$ cat src/rtl/cam_wr_pkg.sv
// rtl/cam_wr_pkg.sv - shared FSM state type and frame/burst constants for the camera burst writer
package cam_wr_pkg;

    localparam int ADDR_W          = 23;
    localparam int FRAME_WORDS_DEF = 153600;
    localparam int BURST_LEN_DEF   = 16;

    typedef enum logic [1:0] {
        IDLE,
        REQ,
        BURST
    } state_t;

endpackage

$ cat src/rtl/cam_wr_fifo.sv
// rtl/cam_wr_fifo.sv - synchronous show-ahead word FIFO with full/empty flags and level
module cam_wr_fifo #(
    parameter int AW = 6,
    parameter int DW = 16
) (
    input  logic          clk,
    input  logic          reset_n,
    input  logic          clear,
    input  logic          push,
    input  logic [DW-1:0] push_data,
    input  logic          pop,
    output logic [DW-1:0] head,
    output logic          full,
    output logic          empty,
    output logic [AW:0]   level
);

    localparam logic [AW:0] DEPTH = (AW+1)'(2**AW);

    logic [DW-1:0] mem [2**AW];
    logic [AW-1:0] wr_ptr;
    logic [AW-1:0] rd_ptr;
    logic          do_push;
    logic          do_pop;

    assign full    = (level == DEPTH);
    assign empty   = (level == '0);
    assign do_push = push && !full && !clear;
    assign do_pop  = pop && !empty && !clear;
    assign head    = mem[rd_ptr];

    // Storage carries no reset; the head is only meaningful while not empty.
    always_ff @(posedge clk) begin
        if (do_push) begin
            mem[wr_ptr] <= push_data;
        end
    end

    always_ff @(posedge clk or negedge reset_n) begin
        if (!reset_n) begin
            wr_ptr <= '0;
            rd_ptr <= '0;
            level  <= '0;
        end else if (clear) begin
            wr_ptr <= '0;
            rd_ptr <= '0;
            level  <= '0;
        end else begin
            if (do_push) wr_ptr <= wr_ptr + 1'b1;
            if (do_pop)  rd_ptr <= rd_ptr + 1'b1;
            if (do_push && !do_pop) begin
                level <= level + 1'b1;
            end else if (do_pop && !do_push) begin
                level <= level - 1'b1;
            end
        end
    end

endmodule

$ cat src/rtl/cam_burst_writer.sv
// rtl/cam_burst_writer.sv - camera byte packer and PSRAM burst writer; CAM_WR_TESTPAT_EN replaces bytes with a counter
import cam_wr_pkg::*;

module cam_burst_writer #(
    parameter int                BURST_LEN   = BURST_LEN_DEF,
    parameter int                FIFO_AW     = 6,
    parameter logic [ADDR_W-1:0] BASE_ADDR   = '0,
    parameter int                FRAME_WORDS = FRAME_WORDS_DEF
) (
    input  logic              clk,
    input  logic              reset_n,
    input  logic              frame_start,
    input  logic              pix_valid,
    input  logic [7:0]        pix_data,
    input  logic              op_begun,
    input  logic              data_ok,
    output logic              mem_wr,
    output logic              mem_burst,
    output logic [ADDR_W-1:0] mem_addr,
    output logic [15:0]       mem_data,
    output logic              overflow,
    output logic [FIFO_AW:0]  fifo_level
);

    localparam logic [FIFO_AW:0] BL       = (FIFO_AW+1)'(BURST_LEN);
    localparam logic [FIFO_AW:0] BL_LAST  = (FIFO_AW+1)'(BURST_LEN - 1);
    localparam logic [ADDR_W:0]  END_ADDR = {1'b0, BASE_ADDR} + (ADDR_W+1)'(FRAME_WORDS);

    state_t           state;
    logic             pending;
    logic             phase;
    logic [7:0]       hi_byte;
    logic [7:0]       byte_in;
    logic [FIFO_AW:0] beat_cnt;
    logic             accept;
    logic             push;
    logic             pop;
    logic             fifo_clear;
    logic             fifo_full;
    logic             fifo_empty;
    logic [15:0]      fifo_head;
    logic [ADDR_W:0]  next_addr;

    // The frame_start cycle itself already counts as pending.
    assign accept     = pix_valid && !pending && !frame_start;
    assign push       = accept && phase && !fifo_full;
    assign pop        = (state == BURST) && data_ok;
    assign fifo_clear = (state == IDLE) && pending;
    assign next_addr  = {1'b0, mem_addr} + (ADDR_W+1)'(BURST_LEN);
    assign mem_data   = fifo_empty ? '0 : fifo_head;

`ifdef CAM_WR_TESTPAT_EN
    logic [7:0] pat_cnt;

    always_ff @(posedge clk or negedge reset_n) begin
        if (!reset_n) begin
            pat_cnt <= '0;
        end else if (frame_start) begin
            pat_cnt <= '0;
        end else if (accept) begin
            pat_cnt <= pat_cnt + 1'b1;
        end
    end

    assign byte_in = pat_cnt;
`else
    assign byte_in = pix_data;
`endif

    always_ff @(posedge clk or negedge reset_n) begin
        if (!reset_n) begin
            pending  <= 1'b0;
            phase    <= 1'b0;
            hi_byte  <= '0;
            overflow <= 1'b0;
        end else begin
            if (frame_start) begin
                pending <= 1'b1;
            end else if (fifo_clear) begin
                pending <= 1'b0;
            end
            if (frame_start || pending) begin
                phase <= 1'b0;
            end else if (accept) begin
                phase <= ~phase;
                if (!phase) begin
                    hi_byte <= byte_in;
                end else if (fifo_full) begin
                    overflow <= 1'b1;
                end
            end
        end
    end

    always_ff @(posedge clk or negedge reset_n) begin
        if (!reset_n) begin
            state     <= IDLE;
            mem_wr    <= 1'b0;
            mem_burst <= 1'b0;
            mem_addr  <= BASE_ADDR;
            beat_cnt  <= '0;
        end else begin
            case (state)
                IDLE: begin
                    if (pending) begin
                        mem_addr <= BASE_ADDR;
                    end else if (fifo_level >= BL) begin
                        state     <= REQ;
                        mem_wr    <= 1'b1;
                        mem_burst <= 1'b1;
                    end
                end
                REQ: begin
                    if (op_begun) begin
                        state     <= BURST;
                        mem_wr    <= 1'b0;
                        mem_burst <= 1'b0;
                        beat_cnt  <= '0;
                    end
                end
                BURST: begin
                    if (data_ok) begin
                        if (beat_cnt == BL_LAST) begin
                            state    <= IDLE;
                            mem_addr <= (next_addr >= END_ADDR) ? BASE_ADDR : next_addr[ADDR_W-1:0];
                        end else begin
                            beat_cnt <= beat_cnt + 1'b1;
                        end
                    end
                end
                default: state <= IDLE;
            endcase
        end
    end

    cam_wr_fifo #(
        .AW (FIFO_AW),
        .DW (16)
    ) u_fifo (
        .clk       (clk),
        .reset_n   (reset_n),
        .clear     (fifo_clear),
        .push      (push),
        .push_data ({hi_byte, byte_in}),
        .pop       (pop),
        .head      (fifo_head),
        .full      (fifo_full),
        .empty     (fifo_empty),
        .level     (fifo_level)
    );

endmodule
$ cat config.mk
export PLATFORM = sky130hd
export DESIGN_NAME = cam_burst_writer
export DESIGN_NICKNAME = d
export VERILOG_FILES = /design/src/rtl/cam_wr_pkg.sv /design/src/rtl/cam_wr_fifo.sv /design/src/rtl/cam_burst_writer.sv
export SDC_FILE = /design/constraint.sdc
export NUM_CORES = 1
export LEC_CHECK = 0
export ABC_AREA = 1
export CORE_UTILIZATION = 50
export DETAILED_ROUTE_END_ITERATION = 12
export DONT_BUFFER_PORTS = 1
export PLACE_DENSITY = 0.61
export REMOVE_ABC_BUFFERS = 1
export SLEW_MARGIN = 10
export SYNTH_ARGS = -nofsm -noshare
export SYNTH_HDL_FRONTEND = slang
export SYNTH_SLANG_ARGS = --single-unit
$ cat constraint.sdc
create_clock -name clk -period 6.15 [get_ports clk]
set_input_delay 1.845 -clock clk [delete_from_list [all_inputs] [get_ports clk]]
set_output_delay 1.845 -clock clk [all_outputs]
set_load 0.05 [all_outputs]
## Yosys cells after proc, flatten, opt, wreduce, memory -nomap -nowiden

Memories as Yosys holds them, arrays and structs flattened.
Index checks and enable logic that the tools add are counted.

- Register bits: 63
- Memory bits (writable): 1024
- Bits of input ports: 14
- Output and inout bits: 49
- Logic and storage cells: 102
- Memories: 1

Memories:

| memory | depth | bits a word | read ports | clocked after Yosys merged registers in | write ports | line | text |
|---|---|---|---|---|---|---|---|
| u_fifo.mem | 64 | 16 | 1 | 0 | 1 | cam_wr_fifo.sv:20 | `logic [DW-1:0] mem [2**AW];` |

- Add/subtract/negate cells: 6
- $lt $le $gt $ge: 2
- Equal/unequal tests: 11
- Muxes and demuxes: 33
- Bitwise gates (word level): 2
- Reductions and logical operators: 36

Operators by type and width:

| operator | number |
|---|---|
| $mux W23 | 4 |
| $pmux W23 S2 | 1 |
| $mux W7 | 6 |
| $add A23 B5 Y24 const B | 1 |
| $ge A24 B18 Y1 const B | 1 |
| $mux W6 | 4 |
| $mux W16 | 1 |
| $reduce_and A4 Y1 | 4 |
| $add A7 B1 Y7 const B | 2 |
| $pmux W7 S2 | 1 |
| $reduce_bool A2 Y1 | 7 |
| $add A6 B1 Y6 const B | 2 |
| $logic_and A1 B1 Y1 | 12 |
| $mux W2 | 5 |
| $ne A2 B2 Y1 const B | 5 |
| $mux W1 | 9 |
| $eq A7 B4 Y1 const B | 1 |
| $eq A7 B7 Y1 const B | 1 |
| $ge A7 B5 Y1 const B | 1 |
| $logic_not A1 Y1 | 7 |
| $logic_not A7 Y1 | 1 |
| $sub A7 B1 Y7 const B | 1 |
| $pmux W2 S3 | 1 |
| $reduce_and A5 Y1 | 1 |
| other kinds (9) | 11 |

## Depth between registers and ports, before layout

Gate-level depths: netlist of run 1.

- Depth after elaboration: 12
- Gate-level depth with buffers: 16

## Cells and area by module

From an unflattened synthesis of run 1, not the netlist that was laid out.

- Cell total of the unflattened synthesis: 4007
- Area, all modules: 45300.9 µm²

Modules (own cells, without submodules):

| module | times used | cells an instance | area an instance (µm²) | seq. area each (µm²) |
|---|---|---|---|---|
| cam_wr_fifo | 1 | 3657 | 42779.8 | 31224.9 |
| cam_burst_writer | 1 | 350 | 2521.2 | 1001.0 |

## Worst setup path before layout of run 1

No wires, ideal clock.

- Kind: register -> output
- Start point: reg u_fifo.rd_ptr[0]
- End point: out mem_data[8]
- Arrival: 2.186 ns
- Setup slack: 2.119 ns
- Cell stages (with the launch flop): 13
- Cells stage by stage: dfrtp_1 > buf_4 > clkinv_2 > buf_2 > buf_2 > nand2_1 > nand3_1 > nand3_1 > nand2_1 > nand2_1 > nand3_1 > nand3_1 > a21oi_1

- Word-level cells in the longest chain between the ends: 2

Ends and longest elaborated chain:

| what | line | text |
|---|---|---|
| start: declaration | cam_wr_fifo.sv:22 | `logic [AW-1:0] rd_ptr;` |
| start signal: assignment | cam_wr_fifo.sv:50 | `if (do_pop) rd_ptr <= rd_ptr + 1'b1;` |
| $mem_v2 Z64 W16 | - |  |
| $mux W16 | cam_burst_writer.sv:50 | `assign mem_data = fifo_empty ? '0 : fifo_head;` |
| end: declaration | cam_burst_writer.sv:20 | `output logic [15:0] mem_data,` |

Every way passes these cells.

## Final worst setup path of run 1

- Start point: reg u_fifo.rd_ptr[0]
- End point: out mem_data[11]

The elaborated chain is that of the path after synthesis.

==> flow_summary.toml, run 1 <==
[synth]
synth-compound-area-share_pct = 0.838
yosys.area_share.simple_pct = 23.5
synth_area_leaders = "edfxtp_1 69%, nand2_1 12%, nand3_1 10%, dfrtp_1 3.3%, buf_2 1.2%"
synth.area.mux_share_pct = 0.201
synthAdderAreaFrac_pct = 0.296
synth_top_family_by_area = "simple AND/OR/NAND/NOR gates"
synth_cells = 3941
synth-xor-area-share_pct = 0.212
yosysSeqAreaShare_pct = 71.9
yosys.area.top_type_share_pct = 68.6
yosysUniqueCellTypes = 45
synth.avg_cell_area_sq_um = 11.4
ys_seq_elements = 1083
yosysTopAreaCell = "edfxtp_1"
synth_area_sq_um = 44800
ys.warnings.count = 0

[worst_hold_path]
hold_end = "beat_cnt[2]"
holdCritPathClass = "reg2reg"
whs_path_depth = 1
hold_start = "beat_cnt[2]"

[setup_path]
worstSetupEndpointType = "output pin"
reg2reg_from = "u_fifo.level[1]"
crit_slowest_cell = "dfrtp_4"
start_kind = "register"
rrSetupSlack_ns = 2.33
cp.arrival_ns = 3.81
crit_buf_inv = 3
crit_family = "buffers and inverters"
slowest_delay_ns = 0.59
cp_max_fo = 125
path_cells = "inv_16, buf_4, nand2_1, nand3_1, nand3_1, nand2_1, nand2_1, nand3_1, nand3_1, a21oi_1, buf_4"
crit_required_ns = 4.30
timing.rr.end = "u_fifo.mem[16][6]"
crit_type = "reg2out"
r2r_cells = 10
critPathMostFrequentCell = "nand3_1"

[clock_network]
cts_tree = "built"
cts-root-buf = "clkbuf_16"
cts_hold_buf = 0
post_cts_resized = 0
clk_pin_slew_ns = 0.06
clock_latency_ns = 0.68
clock-sinks = 1083
cts_post_setup_buffers_inserted = 0
htree_num_levels = 3
clock_path_buffers = 3
cts_buffers = 109

[layout]
final_util_pct = 56.3
fillCellCount = 7493
synthToLayoutAreaGrowth_pct = 11.3
antenna_cells = 0
layout.nets = 3973
fin_area_sq_um = 49900
drive_above_1_share_pct = 8.54

[floorplanning]
start_util_pct = 50.6
dieWidth_um = 301
core_sq_um = 88500
io_pins = 63
dieArea_sq_um = 90800
rows = 109
die_h_um = 301

[sta]
fin_tns_setup_ns = 0
slew_headroom_pct = 35.0
period_share_pct = 91.9
timing.final.max_slew_violations = 0
skew_ns = 0.0270
rsz0062_at_grt = "no"
finalHoldViolations = 0
min_period_ns = 5.65
fmax_mhz = 177
setup_viol = 0
tightestPinTransition_ns = 0.974
setup_ws_ns = 0.496

[global_route]
grtUsageTotal_pct = 27.1
use_met1_pct = 40.1
overflow = 0
grt_pass1_wl_mm = 182
antenna_found_initial = 3
met2_usage_pct = 42.0
use_met3_pct = 3.95
grt_pass1_vias = 28200
grt.busiest_layer = "met2"
grt_max_degree = 151

[drt]
wl_per_cell_um = 23.6
num_vias = 29800
wirelength_mm = 123
drtIter0Drc = 3586
drc_errors = 8
firstDrtPassIters = 10
via_per_inst = 5.73
antenna_left = 0

[power]
p_leak_nw = 18.2
power.density_nw_per_um2 = 403
ir_drop_mv = 0.317
finalPower_mw = 20.1

[run_status]
violations = "design-rule violations"
status = "complete, but fails checks"

[placement]
gp_congestion = 0.837
placed_area_sq_um = 46400
port_buffers = 0
hpwl_mm = 67.7
post-place-ws_ns = 1.25

[job]
max_cap_violations = 0
sequential cells by signal, summed over array words and instances (netlist names):
name	count
u_fifo.mem	1024
state	2
phase	1
u_fifo.wr_ptr	6
beat_cnt	7
u_fifo.rd_ptr	6
overflow	1
mem_burst	1
hi_byte	8
mem_addr	19
pending	1
u_fifo.level	7
final cells by class:
class / instances / area (sq um) / share of cell area, %
Tap cell: 1165 / 1460 / 2.92
Clock buffer: 141 / 2960 / 5.94
Inverter: 66 / 274 / 0.549
Timing Repair Buffer: 128 / 1170 / 2.35
Clock inverter: 62 / 502 / 1.01
Sequential cell: 1083 / 32200 / 64.7
Multi-Input combinational cell: 2561 / 11300 / 22.6
placed cells by master, fill, tap and decap left out, drive strengths merged, types with 3 or more instances in the layout:
master	count
nand2	1419
mux2	8
clkinv	51
clkinvlp	5
nor3	7
buf	128
o22ai	5
a21oi	27
o21bai	4
edfxtp	1024
nor2	119
o21ai	22
nand4	5
ha	9
bufinv	7
dfrtp	59
xnor2	7
clkbuf	141
xor2	3
inv	65
conb	4
nand3	909
worst max path at each step:
stage | cells after the start | slack (ns) | start | endpoint
4_1_cts | 11 | 0.51 | u_fifo.rd_ptr[0] | mem_data[11]
6_report | 11 | 0.50 | u_fifo.rd_ptr[0] | mem_data[11]
3_5_place_dp | 11 | 1.25 | u_fifo.rd_ptr[0] | mem_data[11]
3_3_place_gp | 11 | 1.26 | u_fifo.rd_ptr[0] | mem_data[11]
2_1_floorplan | 9 | -12.73 | u_fifo.rd_ptr[0] | mem_data[13]
5_1_grt | 11 | 0.38 | u_fifo.rd_ptr[0] | mem_data[11]
routing by layer:
layer / routed length [um] / vias up
met1: 53300 / 14600
li1: - / 13800
met3: 10300 / 157
met4: 2460 / 2
met5: 20 / -
met2: 56700 / 1294
power by group:
group	internal [mW]	leakage (nW)	switching [mW]
registers	8.67	9.99	0.304
clock network	3.68	1.69	2.78
logic	1.15	6.50	3.49
synth_stat cells (all sizes together):
cell,number
nand3,909
nand4,5
nand3b,2
o21a,1
a21oi,27
and3,1
a31oi,2
clkinv,4
dfrtp,59
xnor2,7
buf,153
conb,1
xor2,3
mux2,8
nor3,7
nor2,119
inv,62
clkbuf,81
a32o,1
o21bai,4
nor3b,1
o211ai,2
ha,9
a31o,1
o22ai,5
a211oi,1
edfxtp,1024
fa,1
nand2,1419
o21ai,22
cell families after synthesis:
group                    after synthesis
XOR/XNOR                              10
buffers and inverters                300
AND/OR/NAND/NOR                     2463
flip-flops                          1083
multiplexers                           8
AO/OA/AOI/OAI                         66
other                                  1
adder cells (fa/ha/maj)               10
stage by stage:
| step | hold WS [ns] | std cells |
|---|---|---|
| global route | 0.534 | 5206 |
| global placement | 0.496 | 5003 |
| detailed placement | 0.488 | 5003 |
| finish | 0.507 | 5206 |
| floorplan | 0.463 | 3710 |
| CTS | 0.503 | 5206 |
Note: power is estimated with default switching activity, not from simulation.
==> run 2, diff against run 1 <==
- CORE_UTILIZATION: 50 -> 31
- GPL_TIMING_DRIVEN: default -> 0
- PLACE_DENSITY: 0.61 -> 0.41
==> run 2 against run 1 <==
Net effect: sequential power grew 3.8%; wire length is 13% higher; via count shrank 3.9%; utilization down 20 points; sequential share of layout area is 3.3 points lower; register-to-register slack lost 0.61 ns; the flow now finishes without violations; global-route usage fell by 8.3 points; count of clock-buffer cells in the layout grew 10; highest routed layer is now met4; clock skew is 0.014 ns higher.
==> flow_summary.toml, run 2 (synthesized netlist as in run 1, its figures left out) <==
[setup_path]
timing.rr.end = "u_fifo.mem[44][4]"
crit_start = "u_fifo.rd_ptr[1]"
crit_buf_inv = 4
critical_path_depth = 11
cp.arrival_ns = 4.19
crit_type = "reg2out"
rrSetupSlack_ns = 1.72
setup.worst_path.end = "mem_data[14]"
crit_slowest_cell = "a21oi_4"
path_cells = "buf_16, buf_16, inv_8, buf_16, nand3_1, nand3_1, nand2_1, nand2_1, nand3_2, nand3_1, a21oi_4"
r2r_cells = 9
start_kind = "register"
crit_family = "buffers and inverters"
worstSetupEndpointType = "output pin"
crit_required_ns = 4.30
cp_max_fo = 88
slowest_delay_ns = 0.52
reg2reg_from = "u_fifo.level[1]"

[sta]
slew_headroom_pct = 23.2
tightestPinTransition_ns = 1.15
finalHoldViolations = 0
fin_tns_setup_ns = 0
rsz0062_at_grt = "no"
timing.final.max_slew_violations = 0
setup_viol = 0
fmax_mhz = 166
skew_ns = 0.0407
min_period_ns = 6.04
period_share_pct = 98.1

[layout]
layout.nets = 3971
final_cell_mix = "1414 x nand2_1, 1024 x edfxtp_1, 868 x nand3_1, 123 x clkbuf_16, 71 x nor2_2"
top_register = "u_fifo.mem"
reg_top3 = "u_fifo.mem: 1024 flops, mem_addr: 19 flops, hi_byte: 8 flops"
final_util_pct = 36.6
final_common_cell = "nand2_1"
fillCellCount = 14100
largest_reg_flops = 1024
drive_above_1_share_pct = 11.1
synthToLayoutAreaGrowth_pct = 17.3

[placement]
gp_congestion = 0.741
port_buffers = 0
hpwl_mm = 75.2

[floorplanning]
rows = 139
start_util_pct = 31.2
dieArea_sq_um = 146000
core_sq_um = 143000
die_h_um = 382
dieWidth_um = 382
io_pins = 63

[clock_network]
cts_hold_buf = 0
clock_path_buffers = 3
clock_latency_ns = 0.74
cts-root-buf = "clkbuf_16"
clk_pin_slew_ns = 0.06
cts_buffers = 120
htree_num_levels = 3
cts_tree = "built"
clock-sinks = 1083

[global_route]
grtUsageTotal_pct = 18.8
grt_max_degree = 93
grt_pass1_wl_mm = 200
overflow = 0
antenna_found_initial = 2
grt_pass1_vias = 28000

[drt]
wirelength_mm = 139
firstDrtPassIters = 5
num_vias = 28700
drtIter0Drc = 2130
antenna_left = 0
drc_errors = 0
via_per_inst = 4.82
wl_per_cell_um = 23.3

[run_status]
status = "finished, final reports clean"

[power]
power.density_nw_per_um2 = 395
p_leak_nw = 18.7
ir_drop_mv = 0.259

[job]
max_cap_violations = 0

[worst_hold_path]
holdCritPathClass = "reg2reg"
==> run 2: changes by cell type in the layout (fill, tap and decap cells not counted), sizes merged, moves of 3 or more <==
cell,delta
buf,-21
clkinv,+18
clkbuf,+10
bufbuf,+5
bufinv,-3
clkinvlp,-3
inv,+3
==> run 2: layout make-up <==
cell class                      instances  area (sq um)  area share [%]
Multi-Input combinational cell       2561         11800            22.4
Sequential cell                      1083         32300            61.4
Timing Repair Buffer                  112          2150            4.09
Clock inverter                         74           487           0.926
Inverter                               66           293           0.557
Clock buffer                          151          3180            6.06
Timing Repair inverter                  3          38.8          0.0738
Tap cell                             1903          2380            4.53
Antenna cell                            1          2.50         0.00476
==> run 2: how the worst min path moves through the flow <==
stage	from	to	slack, ns	cells after the start
after global placement	beat_cnt[2]	beat_cnt[2]	0.50	1
after floorplan	beat_cnt[2]	beat_cnt[2]	0.46	1
after detailed placement	beat_cnt[2]	beat_cnt[2]	0.49	1
final	beat_cnt[2]	beat_cnt[2]	0.50	1
after CTS	beat_cnt[2]	beat_cnt[2]	0.50	1
after global routing	beat_cnt[2]	beat_cnt[2]	0.55	1
==> run 2: metal layers <==
layer / up-vias / share of wire (%) / GRT usage (%)
met1: 14100 / 46 / 26.0
met3: 181 / 4.6 / 3.10
li1: 13800 / - / -
met2: 551 / 47 / 30.3
met5: - / 0 / 0
met4: 0 / 2.3 / 5.51
==> run 2: power breakdown <==
group / leakage [nW] / total, mW / switching [mW] / internal, mW
registers: 9.99 / 9.31 / 0.634 / 8.68
logic: 6.87 / 4.68 / 3.33 / 1.35
clock network: 1.80 / 6.80 / 2.98 / 3.81
total: 18.7 / 20.8 / 6.95 / 13.8
==> run 2: through the flow <==
stage               hold slack [ns]  std cells  instance area (sq um)  power, mW  worst slack, ns
floorplan                     0.463       3710                  43700       12.2           -12.73
global placement              0.502       5613                  46100       13.3           -33.72
detailed placement            0.492       5707                  48200       13.8            -1.10
CTS                           0.503       5951                  52500       21.1            0.116
global route                  0.551       5953                  52600       21.8          0.00717
finish                        0.501       5954                  52600       20.8            0.114
==> run 2: what timing repair did <==
action	4_1_cts	5_1_grt
resized for setup	56	0
buffers inserted	10	0
setup endpoints to repair	16	2
pin swaps	16	1
cloned	10	2
